## config.mk

```make
export PLATFORM = sky130hd
export DESIGN_NAME = ucode_sequencer
export DESIGN_NICKNAME = d
export VERILOG_FILES = /design/src/rtl/nq_ucode_pkg.sv /design/src/rtl/ucode_rom.sv /design/src/rtl/ucode_sequencer.sv
export SDC_FILE = /design/constraint.sdc
export NUM_CORES = 1
export LEC_CHECK = 0
export ABC_AREA = 1
export CAP_MARGIN = 30
export CORE_MARGIN = 2
export CORE_UTILIZATION = 40
export DETAILED_ROUTE_END_ITERATION = 10
export PLACE_DENSITY_LB_ADDON = 0.12
export SYNTH_ARGS = -nofsm -noshare
export SYNTH_HDL_FRONTEND = slang
export SYNTH_HIERARCHICAL = 1
export SYNTH_SLANG_ARGS = --single-unit
```

## constraint.sdc

```tcl
create_clock -name clk -period 2.3 [get_ports clk]
set_clock_uncertainty 0.05 [all_clocks]
set_input_delay 0.46 -clock clk [delete_from_list [all_inputs] [get_ports clk]]
set_output_delay 0.46 -clock clk [all_outputs]
set_load 0.01 [all_outputs]
```

## src/rtl/nq_ucode_pkg.sv

```systemverilog
// Shared definitions for the microcode sequencer and the control-word decoder:
// state encoding, opcodes, ROM entry layout and control-field placement.
package nq_ucode_pkg;

    localparam int CTRL_W = 33;

    typedef enum logic [1:0] {
        FETCH = 2'd0,
        EXEC  = 2'd1,
        HALT  = 2'd2
    } seqState_t;

    localparam logic [3:0] OP_NOP  = 4'h0;
    localparam logic [3:0] OP_ADD  = 4'h1;
    localparam logic [3:0] OP_LD   = 4'h2;
    localparam logic [3:0] OP_ST   = 4'h3;
    localparam logic [3:0] OP_BR   = 4'h4;
    localparam logic [3:0] OP_BAD  = 4'hE;
    localparam logic [3:0] OP_HALT = 4'hF;

    // ROM entry: {last, ctrl}; last ends the instruction after this word
    typedef struct packed {
        logic              last;
        logic [CTRL_W-1:0] ctrl;
    } romEntry_t;

    localparam int ALU_OP_LSB   = 0;
    localparam int ALU_SRCA_LSB = 5;
    localparam int ALU_SRCB_LSB = 7;
    localparam int REG_WE_BIT   = 9;
    localparam int REG_DST_LSB  = 10;
    localparam int REG_SRC_LSB  = 14;
    localparam int MEM_RD_BIT   = 18;
    localparam int MEM_WR_BIT   = 19;
    localparam int MEM_SIZE_LSB = 20;
    localparam int SETCC_LSB    = 22;
    localparam int PC_LD_BIT    = 25;
    localparam int PC_SRC_LSB   = 26;
    localparam int IMM_SEL_LSB  = 28;
    localparam int IR_LD_BIT    = 31;
    localparam int BRANCH_BIT   = 32;

    // Field view of a control word; bit positions agree with the offsets above
    typedef struct packed {
        logic       branch;
        logic       irLd;
        logic [2:0] immSel;
        logic [1:0] pcSrc;
        logic       pcLd;
        logic [2:0] setCc;
        logic [1:0] memSize;
        logic       memWr;
        logic       memRd;
        logic [3:0] regSrc;
        logic [3:0] regDst;
        logic       regWe;
        logic [1:0] aluSrcB;
        logic [1:0] aluSrcA;
        logic [4:0] aluOp;
    } ctrlFields_t;

    function automatic logic [CTRL_W-1:0] uop(
        input logic [4:0] aluOp,
        input logic       regWe,
        input logic       memRd,
        input logic       memWr,
        input logic [2:0] setCc,
        input logic       pcLd,
        input logic       branch
    );
        ctrlFields_t f;
        f        = '0;
        f.aluOp  = aluOp;
        f.regWe  = regWe;
        f.memRd  = memRd;
        f.memWr  = memWr;
        f.setCc  = setCc;
        f.pcLd   = pcLd;
        f.branch = branch;
        return f;
    endfunction

endpackage

```

## src/rtl/ucode_rom.sv

```systemverilog
// Combinational microcode ROM indexed by {opcode, step}. Entries not listed
// below read as a NOP word with the last bit set.
module ucode_rom #(
    parameter int OP_W   = 4,
    parameter int STEP_W = 2,
    parameter int CTRL_W = 33
) (
    input  logic [OP_W+STEP_W-1:0] addr,
    output logic [CTRL_W:0]        data
);
    import nq_ucode_pkg::*;

    logic              lastBit;
    logic [CTRL_W-1:0] word;

    assign data = {lastBit, word};

    always_comb begin
        lastBit = 1'b1;
        word    = '0;
        case (addr)
            {OP_W'(OP_ADD), STEP_W'(0)}: begin lastBit = 1'b0; word = CTRL_W'(uop(5'd1, 1'b0, 1'b0, 1'b0, 3'd0, 1'b0, 1'b0)); end
            {OP_W'(OP_ADD), STEP_W'(1)}: begin lastBit = 1'b0; word = CTRL_W'(uop(5'd2, 1'b1, 1'b0, 1'b0, 3'd0, 1'b0, 1'b0)); end
            {OP_W'(OP_ADD), STEP_W'(2)}: begin lastBit = 1'b1; word = CTRL_W'(uop(5'd3, 1'b1, 1'b0, 1'b0, 3'd3, 1'b0, 1'b0)); end
            {OP_W'(OP_LD),  STEP_W'(0)}: begin lastBit = 1'b0; word = CTRL_W'(uop(5'd4, 1'b0, 1'b1, 1'b0, 3'd0, 1'b0, 1'b0)); end
            {OP_W'(OP_LD),  STEP_W'(1)}: begin lastBit = 1'b1; word = CTRL_W'(uop(5'd0, 1'b1, 1'b0, 1'b0, 3'd0, 1'b0, 1'b0)); end
            {OP_W'(OP_ST),  STEP_W'(0)}: begin lastBit = 1'b1; word = CTRL_W'(uop(5'd5, 1'b0, 1'b0, 1'b1, 3'd0, 1'b0, 1'b0)); end
            {OP_W'(OP_BR),  STEP_W'(0)}: begin lastBit = 1'b0; word = CTRL_W'(uop(5'd6, 1'b0, 1'b0, 1'b0, 3'd1, 1'b0, 1'b0)); end
            {OP_W'(OP_BR),  STEP_W'(1)}: begin lastBit = 1'b1; word = CTRL_W'(uop(5'd0, 1'b0, 1'b0, 1'b0, 3'd0, 1'b1, 1'b1)); end
            // Deliberately never sets last: exercises the run-off-the-end trap
            {OP_W'(OP_BAD), STEP_W'(0)}: begin lastBit = 1'b0; word = CTRL_W'(uop(5'd7,  1'b0, 1'b0, 1'b0, 3'd0, 1'b0, 1'b0)); end
            {OP_W'(OP_BAD), STEP_W'(1)}: begin lastBit = 1'b0; word = CTRL_W'(uop(5'd8,  1'b0, 1'b0, 1'b0, 3'd0, 1'b0, 1'b0)); end
            {OP_W'(OP_BAD), STEP_W'(2)}: begin lastBit = 1'b0; word = CTRL_W'(uop(5'd9,  1'b0, 1'b0, 1'b0, 3'd0, 1'b0, 1'b0)); end
            {OP_W'(OP_BAD), STEP_W'(3)}: begin lastBit = 1'b0; word = CTRL_W'(uop(5'd10, 1'b0, 1'b0, 1'b0, 3'd0, 1'b0, 1'b0)); end
            default: ;
        endcase
    end

endmodule

```

## src/rtl/ucode_sequencer.sv

```systemverilog
// Microcode sequencer: fetches an instruction into IR, then plays its ROM
// micro-program one registered control word per cycle, honouring stall.
module ucode_sequencer #(
    parameter int OP_W   = 4,
    parameter int STEP_W = 2,
    parameter int CTRL_W = 33
) (
    input  logic              clk,
    input  logic              reset_n,
    output logic              fetch_req,
    input  logic              fetch_ack,
    input  logic [15:0]       fetch_data,
    input  logic              stall,
    output logic [CTRL_W-1:0] control_signals,
    output logic              ctrl_valid,
    output logic [15:0]       ir,
    output logic              halted,
    output logic              illegal
);
    import nq_ucode_pkg::*;

    localparam logic [STEP_W-1:0] STEP_MAX = '1;

    seqState_t         state;
    logic [STEP_W-1:0] step;
    logic              reqEnable;
    logic [OP_W-1:0]   opcode;
    logic [CTRL_W:0]   romData;
    logic              romLast;
    logic [CTRL_W-1:0] romWord;
    logic              ackHalt;

    assign opcode             = ir[15 -: OP_W];
    assign {romLast, romWord} = romData;
    assign ackHalt            = (fetch_data[15 -: OP_W] == OP_W'(OP_HALT));

    // reqEnable keeps the request low for the cycle after a reset edge, so an
    // interrupted fetch visibly drops before it is re-issued
    assign fetch_req = (state == FETCH) && reqEnable;

    ucode_rom #(
        .OP_W  (OP_W),
        .STEP_W(STEP_W),
        .CTRL_W(CTRL_W)
    ) uRom (
        .addr({opcode, step}),
        .data(romData)
    );

    always_ff @(posedge clk) begin
        if (!reset_n) begin
            state           <= FETCH;
            step            <= '0;
            reqEnable       <= 1'b0;
            ir              <= '0;
            control_signals <= '0;
            ctrl_valid      <= 1'b0;
            halted          <= 1'b0;
            illegal         <= 1'b0;
        end else begin
            reqEnable <= 1'b1;
            case (state)
                FETCH: begin
                    if (!stall) begin
                        control_signals <= '0;
                        ctrl_valid      <= 1'b0;
                    end
                    if (fetch_ack && reqEnable) begin
                        ir   <= fetch_data;
                        step <= '0;
                        if (ackHalt) begin
                            halted <= 1'b1;
                            state  <= HALT;
                        end else begin
                            state <= EXEC;
                        end
                    end
                end
                EXEC: begin
                    if (!stall) begin
                        control_signals <= romWord;
                        ctrl_valid      <= 1'b1;
                        if (romLast) begin
                            state <= FETCH;
                        end else if (step == STEP_MAX) begin
                            illegal <= 1'b1;
                            state   <= FETCH;
                        end else begin
                            step <= step + 1'b1;
                        end
                    end
                end
                HALT: begin
                    control_signals <= '0;
                    ctrl_valid      <= 1'b0;
                end
                default: state <= FETCH;
            endcase
        end
    end

endmodule
```

Word-level counts from Yosys, hierarchy flattened
Index checks and enable logic that the tools add are counted.

Bits of input ports: 20. Register bits: 57. Logic and storage cells: 64.

Bitwise logic cells: 2. Muxes and demuxes: 19. Reduce and logical (&&, ||, !) cells: 12. Add/sub/neg operators: 1. Equality and inequality tests: 22.

Operator list (number): one-hot mux 33 bit (12 select lines) (1); one-hot mux 33 bit (3 select lines) (1); two-way mux 33 bit (2); equality test 6 bit (second input constant) (4); equality test 6 x 3 -> 1 bit (second input constant) (3); equality test 6 x 4 -> 1 bit (second input constant) (3); two-way mux 2 bit (9); equality test 6 x 5 -> 1 bit (second input constant) (2); inequality test 2 bit (second input constant) (4); AND reduction 4 bit (2); OR reduction 8 bit (1); one-hot mux 2 bit (3 select lines) (1); AND reduction 3 bit (2); AND reduction 5 bit (1); equality test 2 bit (second input constant) (2); equality test 4 bit (second input constant) (1); one-hot mux 2 bit (2 select lines) (1); two-way mux 1 bit (3); inequality test 3 bit (second input constant) (1); one-hot mux 1 bit (3 select lines) (1); nonzero test 3 bit (1); adder 2 x 1 -> 2 bit (second input constant) (1); equality test 2 x 1 -> 1 bit (second input constant) (1); logical AND 1 bit (2); other kinds (5) (6).

Depth between registers and ports, before layout
Gate-level depths: netlist of run 1.

Word-level depth: 5. Mapped depth: 13. Depth with buffers taken out: 12.

Cells and area by module
The synthesis of run 1 kept the hierarchy.

Modules (own cells, without submodules): ucode_sequencer (seq. area each 1141.1 um2, cells an instance 271, times used 1, area each 2085.8 um2); ucode_rom (seq. area each 0.0 um2, cells an instance 77, times used 1, area each 401.6 um2).

Worst setup path before layout of run 1
Ideal clock, no wire load.

Path kind: reg2reg. Start: register ir[15]. End: register step[1]. Arrival time: 1378 ps. Clock period less this slack: 1498 ps. Stages on the path, launching flop included: 12. Data required time: 2180 ps. Setup slack: 802 ps. Path buffers: 1. Setup time: 70 ps. Cell sequence: dfxtp_1 > nand2_1 > nor2_1 > inv_1 > nand2_1 > nor2_1 > buf_4 > inv_1 > nand2_1 > nor2_1 > nand3_1 > a21oi_1.

Word-level cells in the longest chain between the ends: 4. Elaborated cells on any way between the ends: 11. Those cells by class: 9 x eq/ne; 2 x reduce/logical.

RTL lines: from (decl) (line ucode_sequencer.sv:16) `output logic [15:0] ir,`; from (signal assigned) (line ucode_sequencer.sv:69) `ir <= fetch_data;`; equality test 6 x 3 -> 1 bit (tied with other cells) (line ucode_rom.sv:21) `case (addr)`; OR reduction 8 bit (no source line) (*); inequality test 2 bit (no source line) (*); AND reduction 5 bit (no source line) (*); to (signal assigned) (line ucode_sequencer.sv:89) `step <= step + 1'b1;`; to (decl) (line ucode_sequencer.sv:25) `logic [STEP_W-1:0] step;`.

Every way passes the cells marked *; elsewhere a longest branch is shown, timed or not. A chain may end at the register's enable or synchronous reset.

Worst setup path after layout of run 1
Start: register state[1]. End: output port fetch_req.

Word-level cells in the longest chain between the ends: 2.

RTL lines: from (decl) (line ucode_sequencer.sv:24) `seqState_t state;`; from (signal assigned) (line ucode_sequencer.sv:52) `state <= FETCH;`; from (signal assigned) (line ucode_sequencer.sv:73) `state <= HALT;`; from (signal assigned) (line ucode_sequencer.sv:75) `state <= EXEC;`; logical NOT 2 bit (line ucode_sequencer.sv:39) `assign fetch_req = (state == FETCH) && reqEnable;`; logical AND 1 bit (line ucode_sequencer.sv:39); to (decl) (line ucode_sequencer.sv:10) `output logic fetch_req,`.

No other way between the ends.

==> flow_summary.yaml, run 1 <==
power:
  p_int_mw: 1.56
  combPwrFrac_pct: 13.0
  finalPower_mw: 2.09
  seq_power_share_pct: 50.2
  p_sw_share_pct: 25.4
  peakVddDrop_uv: 337
  power_density_nw_per_um2: 633
  power.share.clock_pct: 36.8
  p_sw_mw: 0.530
  p_leak_nw: 1.34
layout:
  final_common_cell: "nand2_1"
  final_cell_mix: "nand2_1, clkdlybuf4s50_1, dfxtp_1, nor2_1, a21oi_1"
  finalNetCount: 438
  antenna_cells: 0
  area_delta_synth_final_pct: 32.7
  utilization_pct: 55.4
  fin_cells: 496
  layout-drive-gt1-share_pct: 6.18
  stdcell_area_um2: 3300
detailed_routing:
  firstDrtPassIters: 4
  drc_errors: 0
  drtIter0Drc: 95
  num_vias: 2184
  ant_nets: 0
  viasPerCell: 4.40
  routed_wire_length_per_instance_um: 10.2
  finalWirelength_um: 5080
placement:
  place_area_um2: 3140
  dp_hpwl_um: 3530
  port_buffers: 72
  dp_cells: 481
  gp_congestion: 0.846
  detailedPlace.worstSlack_ps: 451
timing:
  hold_viol: 0
  finalSetupViolCount: 0
  min_period_ps: 2130
  clock.fmax_mhz: 470
  fin_crit_sh_pct: 92.6
  slew_violations: 0
  fin_ws_ps: 171
  rsz0062_at_grt: "false"
  tns_ps: 0
  hold_slack_ps: 404
min_path:
  hold_path.class: "reg -> reg"
grt:
  grt-ovfl-total: 0
  grt_pass1_wl_um: 8740
  antenna_found_initial: 0
  grt_start_max_net_pins: 39
  grt_use_total_pct: 15.4
  grt_pass1_vias: 1981
clock_tree:
  clk_root_buffer_cell: "clkbuf_8"
  cts_hold_buf: 0
  cts_sinks: 57
  clkTransAtPathRegs_ps: 60
  ctsHtreeMaxLevel: 3
  post-cts-setup-buffers: 0
  clock_latency_ps: 320
  cts_made_buffers: 9
  post_cts_resized: 0
  cts_tree: "built"
  cts_buffer_depth: 2
logic_synthesis:
  ys_seq_area_share_pct: 45.9
  avgSynthCellArea_um2: 7.15
  synth_cells: 348
  yosysWarnings: 6
  synth.distinct_cells: 22
  synth_seq_cells: 57
  synth_area_um2: 2490
critical_path:
  critical_path_arrival_ps: 1620
  cp-end-kind: "output port"
  crit_fanout: 7
  critPathKind: "reg -> out"
  path_buf_inv: 2
  crit_path_top_delay_cell: "clkdlybuf4s50_1"
  cp_slowest_stage_delay_ps: 540
  worstPathRequired_ps: 1790
  startpoint_type: "flop"
  cp_cell_sequence: "nor2_2 > inv_1 > nor2_1 > clkdlybuf4s50_1"
  cpLargestDelayFamily: "buffers and inverters"
floorplan:
  core.rowCount: 28
  die-height_um: 82.9
  core_area_um2: 5960
  start_util_pct: 41.8
  die_x_um: 82.9
  ioPinCount: 73
  dieArea_um2: 6860
run:
  maxCapViolCount: 0
run_status:
  status: "finished, final reports clean"
## layout make-up
| type | count | area, µm² |
|---|---|---|
| Timing Repair Buffer | 76 | 751 |
| Multi-Input combinational cell | 246 | 1050 |
| Fill cell | 604 | 2660 |
| Sequential cell | 57 | 1140 |
| Inverter | 27 | 101 |
| Clock inverter | 4 | 20.0 |
| Tap cell | 75 | 93.8 |
| Clock buffer | 11 | 141 |
## worst register-to-register path, stage by stage, from the launching register on
cell     delay [ps]
dfxtp_1         470
nor2_1          110
nand3_1         150
nand2_1          90
nor2_1          210
inv_1            80
nand2_1          80
nand2_1          70
nand3_1          70
nand2_1          50
a21oi_1         110
## cell families (layout without fill, tap and decap cells)
logic type / count (synthesis) / in the layout / synth area share [%]
adders and majority gates: 1 / 1 / 0.503
DFF: 57 / 57 / 45.9
other: 1 / 22 / 0.151
and+or+nand+nor: 162 / 162 / 26.1
buffers and inverters: 66 / 118 / 15.0
AOI/OAI and AO/OA: 61 / 61 / 12.4
## path summary, 6_finish.rpt
kind / from / slack [ps] / endpoint / depth (start not counted)
worst max-delay path: state[1] / 170 / fetch_req / 4
worst max register to register: ir[12] / 700 / step[1] / 10
worst min register to register: halted / 400 / halted / 2
worst min-delay path: halted / 400 / halted / 2
## power groups by stage
stage	registers (mW)	clock network (mW)	logic, mW
floorplan	1.08	0	0.170
global placement	1.07	0	0.272
detailed placement	1.07	0	0.273
CTS	1.05	0.796	0.274
global route	1.05	0.835	0.308
finish	1.05	0.769	0.271
## layer usage
metal,vias to the layer above,track usage (%),wire (µm)
met1,933,19.3,2500
li1,1185,-,-
met5,-,0,0
met3,7,5.07,376
met2,59,23.5,2130
met4,0,8.49,82
## registers in the layout, summed over array words and instances (netlist names)
signal / count
ctrl_valid: 1
ir: 16
control_signals: 33
halted: 1
reqEnable: 1
state: 2
illegal: 1
step: 2
## synthesized netlist by cell type
cell	number	share of area, %
o21ai_0	16	3.2
nor2_2	4	1.0
buf_6	3	1.4
nand2_4	1	0.45
and3_1	1	0.25
buf_4	26	7.8
a21oi_1	39	7.8
nor2_1	49	7.4
o21ai_1	4	0.80
ha_1	1	0.50
buf_1	2	0.30
a31oi_1	1	0.25
clkbuf_1	4	0.60
buf_2	4	0.80
conb_1	1	0.15
dfxtp_1	57	46
nand4_1	1	0.25
inv_1	24	3.6
nand2_1	92	14
inv_2	3	0.45
nand3_1	14	2.8
o21a_1	1	0.30
No activity file was read; power rests on OpenSTA's default activity.
==> inputs of run 2 (changes only) <==
- CORE_UTILIZATION: 40 -> 52
==> flow_summary.yaml, run 2 (synthesis gave the netlist of run 1 again) <==
run_status:
  status: "finished, final reports clean"
critical_path:
  ff2ff_path_depth: 9
  critPathKind: "reg -> out"
  cp-end-kind: "output port"
  crit_path_top_delay_cell: "clkdlybuf4s50_1"
  crit_fanout: 7
  critical_path_arrival_ps: 1620
  worstPathRequired_ps: 1790
  path_buf_inv: 2
  cp_slowest_stage_delay_ps: 540
  cp_cell_sequence: "nor2_2 > inv_1 > nor2_1 > clkdlybuf4s50_1"
  cpLargestDelayFamily: "buffers and inverters"
  startpoint_type: "flop"
  path_depth: 4
floorplan:
  core_area_um2: 4660
  start_util_pct: 53.4
  ioPinCount: 73
  core.rowCount: 25
  die-height_um: 73.2
  die_x_um: 73.2
  dieArea_um2: 5350
layout:
  utilization_pct: 70.7
  final_cell_mix: "nand2_1, clkdlybuf4s50_1, dfxtp_1, nor2_1, a21oi_1"
  antenna_cells: 0
  largest_register: "control_signals"
  final_common_cell: "nand2_1"
  regArea_um2: 1140
  layout-drive-gt1-share_pct: 6.38
  fillers: 404
  finalNetCount: 439
  reg_top3: "control_signals x33, ir x16"
  largest_reg_flops: 33
  multi_input_area_um2: 1050
  area_delta_synth_final_pct: 32.4
timing:
  hold_slack_ps: 397
  min_period_ps: 2130
  tns_ps: 0
  slew_violations: 0
  hold_viol: 0
  fin_ws_ps: 171
  clock.fmax_mhz: 470
  fin_crit_sh_pct: 92.6
  rsz0062_at_grt: "false"
  finalSetupViolCount: 0
power:
  power.share.clock_pct: 38.0
  power_density_nw_per_um2: 647
  peakVddDrop_uv: 419
  combPwrFrac_pct: 12.9
  p_sw_mw: 0.533
  p_int_mw: 1.60
  p_sw_share_pct: 25.0
  seq_power_share_pct: 49.1
  p_leak_nw: 1.35
placement:
  dp_hpwl_um: 3500
  gp_congestion: 0.783
  detailedPlace.worstSlack_ps: 443
  port_buffers: 72
clock_tree:
  ctsHtreeMaxLevel: 3
  cts_tree: "built"
  cts_hold_buf: 0
  cts_made_buffers: 9
  cts_buffer_depth: 2
  cts_sinks: 57
  clk_root_buffer_cell: "clkbuf_8"
  clkTransAtPathRegs_ps: 60
  post-cts-setup-buffers: 0
  post_cts_resized: 0
  clock_latency_ps: 320
run:
  maxCapViolCount: 0
grt:
  grt_pass1_vias: 2035
  grt_start_max_net_pins: 35
  grt_pass1_wl_um: 8330
  grt-ovfl-total: 0
  grt_use_total_pct: 20.3
  antenna_found_initial: 0
detailed_routing:
  routed_wire_length_per_instance_um: 10.3
  finalWirelength_um: 4930
  firstDrtPassIters: 4
  ant_nets: 0
  drc_errors: 0
  drtIter0Drc: 101
  num_vias: 2218
  viasPerCell: 4.65
min_path:
  hold_path.class: "reg -> reg"
  min_path_cells: 2
run 2: cell count changes in the layout (fill, tap and decap cells not counted):
| cell | change |
|---|---|
| clkbuf_1 | +1 |
| buf_4 | +1 |
| clkbuf_8 | +1 |
| clkinv_2 | -1 |
run 2: power by group through the flow:
stage / Clock [mW] / Combinational [mW] / Sequential [mW]
after detailed placement: 0 / 0.274 / 1.07
after CTS: 0.834 / 0.275 / 1.05
after floorplan: 0 / 0.170 / 1.08
final: 0.809 / 0.274 / 1.05
after global routing: 0.872 / 0.310 / 1.05
after global placement: 0 / 0.271 / 1.07
run 2: routing by layer:
layer  GRT usage, %  vias up  wire length, µm  share of wire (%)
li1               -     1183                -                  -
met1           22.6      962             2190                 44
met2           33.0       61             2240                 45
met3           7.73       12              366                7.4
met4           11.1        0              131                2.7
met5              0        -                0                  0
run 2: area by class of cell:
type                       count  area share (%)
sequential                    57            34.6
tap                           54            2.05
multi-input combinational    246            31.9
clock inverter                 3           0.456
clock buffer                  13            4.82
timing repair buffer          77            23.0
inverter                      27            3.08
run 2: per-stage QoR:
step	total power, mW	instance area, µm²	instances
after floorplan	1.25	2570	369
after global placement	1.34	3120	461
after detailed placement	1.34	3120	461
after CTS	2.16	3290	477
after global routing	2.23	3290	477
final	2.13	3290	477
run 2: tightest hold or removal path, cell delays in order, from the launching register on:
cell and delay, ps:
dfxtp_1 310, inv_1 40, a21oi_1 50
run 2: final timing paths:
check | slack, ps | endpoint | startpoint
max | 170 | fetch_req | state[1]
min | 400 | halted | halted
max reg2reg | 720 | state[0] | ir[12]
min reg2reg | 400 | halted | halted
